## src/rtl/syn_fifo_pkg.sv

```systemverilog
// Shared helpers for the single-clock FIFO: Gray-code conversion, which is common with
// the dual-clock FIFO, a level legality check, and the per-cycle access decision struct.
package syn_fifo_pkg;

    typedef struct packed {
        logic wr_acc;   // write stored this edge
        logic rd_acc;   // head word popped this edge
        logic ovf_evt;  // write attempted while full
        logic unf_evt;  // read attempted while empty
    } access_t;

    function automatic logic [31:0] bin2gray(input logic [31:0] b);
        return b ^ (b >> 1);
    endfunction

    function automatic logic [31:0] gray2bin(input logic [31:0] g);
        logic [31:0] b;
        b = g;
        for (int i = 1; i < 32; i++) begin
            b = b ^ (g >> i);
        end
        return b;
    endfunction

    // almost_full level must lie in 1..DEPTH, almost_empty level in 0..DEPTH-1.
    function automatic bit levels_ok(input int aw, input int af, input int ae);
        return (af >= 1) && (af <= (1 << aw)) && (ae >= 0) && (ae <= (1 << aw) - 1);
    endfunction

endpackage

```

## src/rtl/syn_fifo_mem.sv

```systemverilog
// DEPTH x DATA_WIDTH register array with one write port and one read port.
// REG_RD=1 gives a registered read that is cleared by reset; REG_RD=0 reads combinationally.
module syn_fifo_mem #(
    parameter int ADDR_WIDTH = 4,
    parameter int DATA_WIDTH = 8,
    parameter int REG_RD     = 1
) (
    input  logic                  clk,
    input  logic                  rst,
    input  logic                  i_wr_en,
    input  logic [ADDR_WIDTH-1:0] i_wr_addr,
    input  logic [DATA_WIDTH-1:0] i_wr_data,
    input  logic                  i_rd_en,
    input  logic [ADDR_WIDTH-1:0] i_rd_addr,
    output logic [DATA_WIDTH-1:0] o_rd_data
);

    // Contents survive reset; only the pointers in the parent decide what is valid.
    logic [DATA_WIDTH-1:0] r_mem [0:(1<<ADDR_WIDTH)-1];

    always_ff @(posedge clk) begin
        if (i_wr_en) begin
            r_mem[i_wr_addr] <= i_wr_data;
        end
    end

    generate
        if (REG_RD != 0) begin : g_reg_rd
            logic [DATA_WIDTH-1:0] r_rd_data;

            always_ff @(posedge clk) begin
                if (rst) begin
                    r_rd_data <= '0;
                end else if (i_rd_en) begin
                    r_rd_data <= r_mem[i_rd_addr];
                end
            end

            assign o_rd_data = r_rd_data;
        end else begin : g_comb_rd
            logic w_unused;
            assign w_unused  = rst | i_rd_en;
            assign o_rd_data = r_mem[i_rd_addr];
        end
    endgenerate

endmodule

```

## src/rtl/syn_fifo.sv

```systemverilog
// Single-clock FIFO with fill count, almost-full/empty thresholds, optional FWFT output
// and sticky overflow/underflow flags. Holds pointers, count, flag decode and error state.
module syn_fifo
    import syn_fifo_pkg::*;
#(
    parameter int ADDR_WIDTH = 4,
    parameter int DATA_WIDTH = 8,
    parameter int FWFT       = 0,
    parameter int AF_LEVEL   = (1 << ADDR_WIDTH) - 1,
    parameter int AE_LEVEL   = 1
) (
    input  logic                  clk,
    input  logic                  rst,
    input  logic                  en_wr,
    input  logic [DATA_WIDTH-1:0] Din,
    input  logic                  en_rd,
    output logic [DATA_WIDTH-1:0] Dout,
    output logic                  dout_valid,
    output logic                  empty,
    output logic                  full,
    output logic                  almost_empty,
    output logic                  almost_full,
    output logic [ADDR_WIDTH:0]   count,
    output logic                  overflow,
    output logic                  underflow,
    input  logic                  clr_err
);

    localparam int                DEPTH    = 1 << ADDR_WIDTH;
    localparam logic [ADDR_WIDTH:0] DEPTH_C  = DEPTH[ADDR_WIDTH:0];
    localparam logic [ADDR_WIDTH:0] AF_C     = AF_LEVEL[ADDR_WIDTH:0];
    localparam logic [ADDR_WIDTH:0] AE_C     = AE_LEVEL[ADDR_WIDTH:0];
    localparam logic [ADDR_WIDTH:0] PTR_ONE  = {{ADDR_WIDTH{1'b0}}, 1'b1};

    generate
        if (!levels_ok(ADDR_WIDTH, AF_LEVEL, AE_LEVEL)) begin : g_bad_levels
            $error("syn_fifo: AF_LEVEL must be 1..DEPTH and AE_LEVEL 0..DEPTH-1");
        end
    endgenerate

    logic [ADDR_WIDTH:0] r_wr_ptr;
    logic [ADDR_WIDTH:0] r_rd_ptr;
    logic [ADDR_WIDTH:0] r_count;
    logic                r_overflow;
    logic                r_underflow;
    access_t             w_acc;

    // Every status flag is a decode of the registered count, never of this cycle's inputs.
    assign empty        = (r_count == '0);
    assign full         = (r_count == DEPTH_C);
    assign almost_empty = (r_count <= AE_C);
    assign almost_full  = (r_count >= AF_C);
    assign count        = r_count;
    assign overflow     = r_overflow;
    assign underflow    = r_underflow;

    // A request is taken only if the registered flags allow it; rejected requests
    // leave pointers, count and memory untouched and only raise the sticky error flag.
    always_comb begin
        w_acc         = '0;
        w_acc.wr_acc  = en_wr & ~full;
        w_acc.rd_acc  = en_rd & ~empty;
        w_acc.ovf_evt = en_wr & full;
        w_acc.unf_evt = en_rd & empty;
    end

    always_ff @(posedge clk) begin
        if (rst) begin
            r_wr_ptr    <= '0;
            r_rd_ptr    <= '0;
            r_count     <= '0;
            r_overflow  <= 1'b0;
            r_underflow <= 1'b0;
        end else begin
            if (w_acc.wr_acc) begin
                r_wr_ptr <= r_wr_ptr + PTR_ONE;
            end
            if (w_acc.rd_acc) begin
                r_rd_ptr <= r_rd_ptr + PTR_ONE;
            end
            case ({w_acc.wr_acc, w_acc.rd_acc})
                2'b10:   r_count <= r_count + PTR_ONE;
                2'b01:   r_count <= r_count - PTR_ONE;
                default: r_count <= r_count;
            endcase
            // A fresh error in the same cycle as clr_err keeps the flag set.
            r_overflow  <= w_acc.ovf_evt | (r_overflow & ~clr_err);
            r_underflow <= w_acc.unf_evt | (r_underflow & ~clr_err);
        end
    end

    syn_fifo_mem #(
        .ADDR_WIDTH (ADDR_WIDTH),
        .DATA_WIDTH (DATA_WIDTH),
        .REG_RD     ((FWFT == 0) ? 1 : 0)
    ) u_mem (
        .clk       (clk),
        .rst       (rst),
        .i_wr_en   (w_acc.wr_acc),
        .i_wr_addr (r_wr_ptr[ADDR_WIDTH-1:0]),
        .i_wr_data (Din),
        .i_rd_en   (w_acc.rd_acc),
        .i_rd_addr (r_rd_ptr[ADDR_WIDTH-1:0]),
        .o_rd_data (Dout)
    );

    generate
        if (FWFT != 0) begin : g_fwft
            assign dout_valid = ~empty;
        end else begin : g_std
            logic r_dout_valid;

            // Pulses for exactly the cycle after an accepted read.
            always_ff @(posedge clk) begin
                if (rst) begin
                    r_dout_valid <= 1'b0;
                end else begin
                    r_dout_valid <= w_acc.rd_acc;
                end
            end

            assign dout_valid = r_dout_valid;
        end
    endgenerate

endmodule

```

## config.mk

```make
export PLATFORM = sky130hd
export DESIGN_NAME = syn_fifo
export DESIGN_NICKNAME = d
export VERILOG_FILES = /design/src/rtl/syn_fifo_pkg.sv /design/src/rtl/syn_fifo_mem.sv /design/src/rtl/syn_fifo.sv
export SDC_FILE = /design/constraint.sdc
export NUM_CORES = 1
export LEC_CHECK = 0
export ABC_AREA = 1
export CAP_MARGIN = 20
export CORE_MARGIN = 2
export CORE_UTILIZATION = 60
export DETAILED_ROUTE_END_ITERATION = 8
export PLACE_DENSITY = 0.79
export SLEW_MARGIN = 20
export SYNTH_ARGS = -nofsm -noshare
export SYNTH_HDL_FRONTEND = slang
export SYNTH_SLANG_ARGS = --single-unit
export TNS_END_PERCENT = 20
```

## constraint.sdc

```tcl
create_clock -name clk -period 2.23 [get_ports clk]
set_input_delay 0.5575 -clock clk [delete_from_list [all_inputs] [get_ports clk]]
set_output_delay 0.5575 -clock clk [all_outputs]
set_load 0.02 [all_outputs]
```

==> results of run 1 <==
==> stage by stage <==
stage	cells	power (mW)	area, um^2	hold slack, ns	utilization (%)
3_3_place_gp	849	5.77	7210	0.452	66.2
6_report	881	8.52	7770	0.467	71.4
2_1_floorplan	677	5.16	6700	0.490	-
4_1_cts	881	8.49	7760	0.470	71.2
5_1_grt	881	8.89	7770	0.491	71.4
3_5_place_dp	849	5.87	7210	0.460	66.2
==> metal layers <==
| layer | part of all wire, % | GRT usage (%) |
|---|---|---|
| met5 | 0 | 0 |
| met1 | 38 | 33.1 |
| met4 | 2.8 | 12.8 |
| met2 | 51 | 46.5 |
| met3 | 8.5 | 7.05 |
==> power breakdown <==
part           total (mW)  switching [mW]  leakage [nW]  internal, mW
clock                2.63            1.14         0.259          1.48
combinational        2.54            1.67          1.70         0.873
sequential           3.36           0.100          1.35          3.26
total                8.52            2.91          3.31          5.62
==> critical path, cell delays in order (launching register included) <==
cell,delay [ns]
dfxtp_2,0.33
ha_2,0.17
inv_2,0.05
nor3_4,0.10
ha_2,0.18
nor2_1,0.04
o21ai_1,0.10
buf_4,0.16
==> cell families (layout without fill, tap and decap cells) <==
kind of cell,Yosys count,in the layout
DFF,152,152
xor gates and xnor gates,2,2
AOI/OAI and AO/OA,31,31
buffers and inverters,123,187
and+or+nand+nor,358,358
adders and majority gates,11,11
==> synth_stat cells, types with 3 or more instances <==
library cell / count
edfxtp_1: 128
inv_2: 6
dfxtp_1: 24
buf_2: 15
nand3_1: 92
nand2_1: 220
buf_6: 11
nor3_1: 3
nor2_1: 38
inv_1: 87
ha_1: 11
a21oi_1: 17
o21ai_0: 13
==> how the worst max path moves through the flow <==
stage / from / end / cells past startpoint
2_1_floorplan: count[0] / count[2] / 11
3_3_place_gp: count[3] / almost_full / 6
3_5_place_dp: en_rd / count[3] / 8
4_1_cts: count[0] / almost_full / 7
5_1_grt: count[1] / almost_full / 7
6_report: count[0] / almost_full / 7
==> area by class of cell <==
cell class / instances / area (um^2) / area share [%]
clock inverter: 14 / 128 / 1.64
multi-input combinational: 402 / 1840 / 23.6
sequential: 152 / 4330 / 55.7
inverter: 94 / 353 / 4.54
timing repair buffer: 61 / 533 / 6.86
clock buffer: 18 / 418 / 5.38
tap: 140 / 175 / 2.25
==> timing repair <==
item,in CTS,in global routing
gates cloned,0,0
buffers inserted,0,0
hold endpoints to repair,0,0
resized for setup,25,9
pin swaps,0,1
setup endpoints to repair,4,2
hold buffers,0,0
==> flip-flops by register name (all words and copies together), names as in the netlist <==
register / cells
r_wr_ptr: 4
u_mem.o_rd_data: 8
u_mem.r_mem: 128
count: 5
underflow: 1
overflow: 1
r_rd_ptr: 4
dout_valid: 1
==> flow_metrics.env, run 1 <==
export IMPL_synth_edff_count=128
export IMPL_netlist_area_um2=6700
export IMPL_die_width_um=110
export IMPL_place_ws_ns=-0.0124
export IMPL_synth_net_count=701
export IMPL_crit_fanout=2
export IMPL_synthCells=677
export IMPL_synth_top_area_share_pct=57.4
export IMPL_rr_worst_depth=11
export IMPL_endpoint_kind="output port"
export IMPL_first_global_vias=4901
export IMPL_status="completed"
export IMPL_arrival_ns=1.64
export IMPL_via_per_inst=5.56
export IMPL_root_buffer="clkbuf_8"
export IMPL_dieArea_um2=12000
export IMPL_holdPathEnd="overflow"
export IMPL_post_route_period_util_pct=98.7
export IMPL_routed_wl_mm=15.5
export IMPL_area_growth_pct=16.0
export IMPL_ys_types=22
export IMPL_yosys_area_share_simple_pct=22.3
export IMPL_core_um2=10900
export IMPL_synth_fa_ha_area_share_pct=2.05
export IMPL_skew_ns=0.00644
export IMPL_synth_area_leaders="edfxtp_1 57%, nand2_1 12%, dfxtp_1 7.2%"
export IMPL_ant_nets=0
export IMPL_drc=0
export IMPL_ios=33
export IMPL_port_buffers=32
export IMPL_antenna_found_initial=0
export IMPL_synth_top_family_by_area="simple AND/OR/NAND/NOR gates"
export IMPL_synth_compound_area_share_pct=2.32
export IMPL_num_rows=38
export IMPL_ctsLongestPathBuffers=2
export IMPL_yosysTopAreaCell="edfxtp_1"
export IMPL_holdPathStages=2
export IMPL_rsz0062_at_grt="true"
export IMPL_die_h_um=110
export IMPL_synth_ff_type="edfxtp_1"
export IMPL_reg2reg_from="count[0]"
export IMPL_fin_crit_ns=2.20
export IMPL_relSlewSlack_pct=52.2
export IMPL_vias=4896
export IMPL_r2r_end="count[3]"
export IMPL_worst_slack_ns=0.0285
export IMPL_rrSetupSlack_ns=0.12
export IMPL_synth_async_sr_flop_share_pct=0
export IMPL_grt_max_degree=66
export IMPL_hp_class="register to register"
export IMPL_startpoint_type="register"
export IMPL_final_layout_size_suffix_gt1_share_pct=11.7
export IMPL_synth_xor_area_share_pct=0.261
export IMPL_initial_core_util_pct=61.5
export IMPL_htreeDepth=4
export IMPL_peakVddDrop_v=0.000683
export IMPL_synth_yosys_warnings=0
export IMPL_layout_nets=752
export IMPL_grt_overflow_total=0
export IMPL_max_cap_viol_count=0
export IMPL_maxSlewViolCount=0
export IMPL_cp_required_ns=1.67
export IMPL_grt_usage_pct=27.5
export IMPL_gp_congestion=0.866
export IMPL_layout_common_cells="220 x nand2_1, 128 x edfxtp_1, 92 x nand3_1"
export IMPL_tightest_slew_ns=0.715
export IMPL_pwr_density_cell_nw_per_um2=1100
export IMPL_clkTransAtPathRegs_ns=0.06
export IMPL_first_iter_violations=618
export IMPL_ys_seq_elements=152
export IMPL_grt_pass1_wl_mm=23.9
export IMPL_synthMuxAreaShare_pct=0
export IMPL_ys_seq_area_share_pct=64.5
export IMPL_layout_commonest_cell="nand2_1"
export IMPL_cts_tree="built"
export IMPL_setup_viol=0
export IMPL_clock_latency_ns=0.52
export IMPL_num_antenna_cells=0
export IMPL_hold_violations=0
export IMPL_p_leak_nw=3.31
export IMPL_clock_fmax_ghz=0.454
export IMPL_numCtsBuffers=17
export IMPL_num_fill_cells=756
export IMPL_dp_hpwl_mm=9.75
export IMPL_syn_avg_cell_area_um2=9.90
export IMPL_tns_ns=0
export IMPL_min_from="overflow"
export IMPL_cts_sinks=152
export IMPL_wl_per_cell_um=17.5
export IMPL_criticalPathCategory="register to output port"
export IMPL_drt_pass1_iter_count=9
Power figures use the tool's default switching activity.
==> run 2: changes to the inputs <==
Clock period 2.23 ns to 2.2 ns, I/O delays scaled along.
==> run 2 against run 1 <==
Largest cell class unchanged. Wire length decreased by 4.3%. Clock power increased by 3%. Die area unchanged. Combinational power about the same. Count of clock-buffer cells in the layout increased by 1. The run now ends with setup timing left. Core utilization increased by 0.13 points.
==> flow_metrics.env, run 2 (synthesis results as in run 1) <==
export IMPL_status="finished with violations"
export IMPL_violations="setup timing"
export IMPL_grt_overflow_total=0
export IMPL_ant_nets=0
export IMPL_largest_register_ffs=128
export IMPL_timing_critical_path_mode_cell="ha_1"
export IMPL_ios=33
export IMPL_gp_congestion=0.892
export IMPL_final_cells=881
export IMPL_rsz0062_at_grt="true"
export IMPL_grt_max_degree=49
export IMPL_dp_cells=849
export IMPL_drc=0
export IMPL_skew_ns=0.00684
export IMPL_cts_sinks=152
export IMPL_rrSetupSlack_ns=0.10
export IMPL_hold_violations=0
export IMPL_holdPathStages=2
export IMPL_post_route_period_util_pct=102
export IMPL_htreeDepth=4
export IMPL_via_per_inst=5.47
export IMPL_num_antenna_cells=0
export IMPL_clkTransAtPathRegs_ns=0.06
export IMPL_worst_slack_ns=-0.0346
export IMPL_fin_crit_ns=2.23
export IMPL_reg2reg_from="count[0]"
export IMPL_routed_wl_mm=14.8
export IMPL_cpMaxStageDelayCell="dfxtp_1"
export IMPL_die_h_um=110
export IMPL_min_from="overflow"
export IMPL_p_leak_nw=3.35
export IMPL_grt_usage_pct=26.2
export IMPL_first_iter_violations=513
export IMPL_first_global_vias=4623
export IMPL_final_layout_size_suffix_gt1_share_pct=11.1
export IMPL_dieArea_um2=12000
export IMPL_root_buffer="clkbuf_8"
export IMPL_hp_class="register to register"
export IMPL_numCtsBuffers=17
export IMPL_num_rows=38
export IMPL_endpoint_kind="output port"
export IMPL_slowest_delay_ns=0.33
export IMPL_r2r_end="count[3]"
export IMPL_peakVddDrop_v=0.000738
export IMPL_area_growth_pct=16.2
export IMPL_layout_commonest_cell="nand2_1"
export IMPL_arrival_ns=1.68
export IMPL_wl_per_cell_um=16.8
export IMPL_grt_pass1_wl_mm=22.7
export IMPL_cp_cell_sequence="ha_1 > inv_2 > nor3_2 > ha_1 > nor2_1 > o21ai_0 > buf_2"
export IMPL_antenna_found_initial=0
export IMPL_max_cap_viol_count=0
export IMPL_setup_viol=1
export IMPL_core_um2=10900
export IMPL_ctsLongestPathBuffers=2
export IMPL_top_register="u_mem.r_mem"
export IMPL_clock_fmax_ghz=0.448
export IMPL_startpoint_type="register"
export IMPL_tightest_slew_ns=0.698
export IMPL_cts_tree="built"
export IMPL_cp_required_ns=1.65
export IMPL_crit_fanout=2
export IMPL_port_buffers=32
export IMPL_initial_core_util_pct=61.5
export IMPL_vias=4820
export IMPL_drt_pass1_iter_count=6
export IMPL_dp_hpwl_mm=9.33
export IMPL_relSlewSlack_pct=53.4
export IMPL_layout_nets=753
export IMPL_holdPathEnd="overflow"
export IMPL_layout_common_cells="220 x nand2_1, 128 x edfxtp_1, 91 x nand3_1"
export IMPL_die_width_um=110
export IMPL_criticalPathCategory="register to output port"
export IMPL_clock_latency_ns=0.53
export IMPL_pwr_density_cell_nw_per_um2=1110
export IMPL_p_total_mw=8.65
export IMPL_maxSlewViolCount=0
export IMPL_hold_buffers=0
export IMPL_rr_worst_depth=11
## run 2: report_power, final
part	switching (mW)	internal [mW]
Sequential	0.0893	3.30
Combinational	1.68	0.890
Clock	1.10	1.60
Total	2.87	5.79
## run 2: layer usage
layer	up-vias	wire length, um	global-route usage [%]
met2	233	7370	42.9
met4	0	285	11.1
li1	2292	-	-
met5	-	0	0
met3	30	1280	6.28
met1	2265	5850	33.6
## run 2: worst max-delay path by stage
| stage | startpoint | depth (start not counted) | slack (ns) | end |
|---|---|---|---|---|
| 2_1_floorplan | count[0] | 11 | 0.18 | count[2] |
| 6_report | count[0] | 7 | -0.03 | almost_full |
| 3_3_place_gp | en_rd | 8 | 0.09 | count[2] |
| 4_1_cts | count[0] | 7 | -0.007 | almost_full |
| 5_1_grt | count[0] | 7 | -0.12 | almost_full |
| 3_5_place_dp | en_rd | 8 | 0.008 | count[3] |
## run 2: cell type report
| cell class | instances | area (um^2) |
|---|---|---|
| Sequential cell | 152 | 4330 |
| Fill cell | 764 | 3100 |
| Multi-Input combinational cell | 402 | 1830 |
| Timing Repair Buffer | 62 | 551 |
| Clock buffer | 19 | 422 |
| Inverter | 94 | 353 |
| Tap cell | 140 | 175 |
| Clock inverter | 12 | 130 |
## run 2: critical path: cells and delay by family, from the launching register on
| family | cells | cell delay (ns) |
|---|---|---|
| fa+ha+maj | 2 | 0.33 |
| simple gates | 2 | 0.15 |
| buf+inv | 2 | 0.26 |
| compound gates | 1 | 0.09 |
| flops | 1 | 0.33 |
## run 2: repair_timing
item / in CTS / in global routing
resized for setup: 23 / 7
cloned: 0 / 0
pin swaps: 0 / 0
endpoints found under the setup margin: 4 / 9
buffers inserted: 0 / 1
## run 2: per-stage QoR
stage	setup slack [ns]	setup TNS [ns]	hold slack [ns]	area (um^2)	utilization, %
after global routing	-0.116	-0.197	0.487	7790	71.5
after global placement	0.0884	0	0.452	7210	66.2
after detailed placement	0.00823	0	0.463	7210	66.2
final	-0.0346	-0.0346	0.465	7790	71.5
after floorplan	0.179	0	0.490	6700	-
after CTS	-0.00690	-0.00690	0.469	7750	71.2
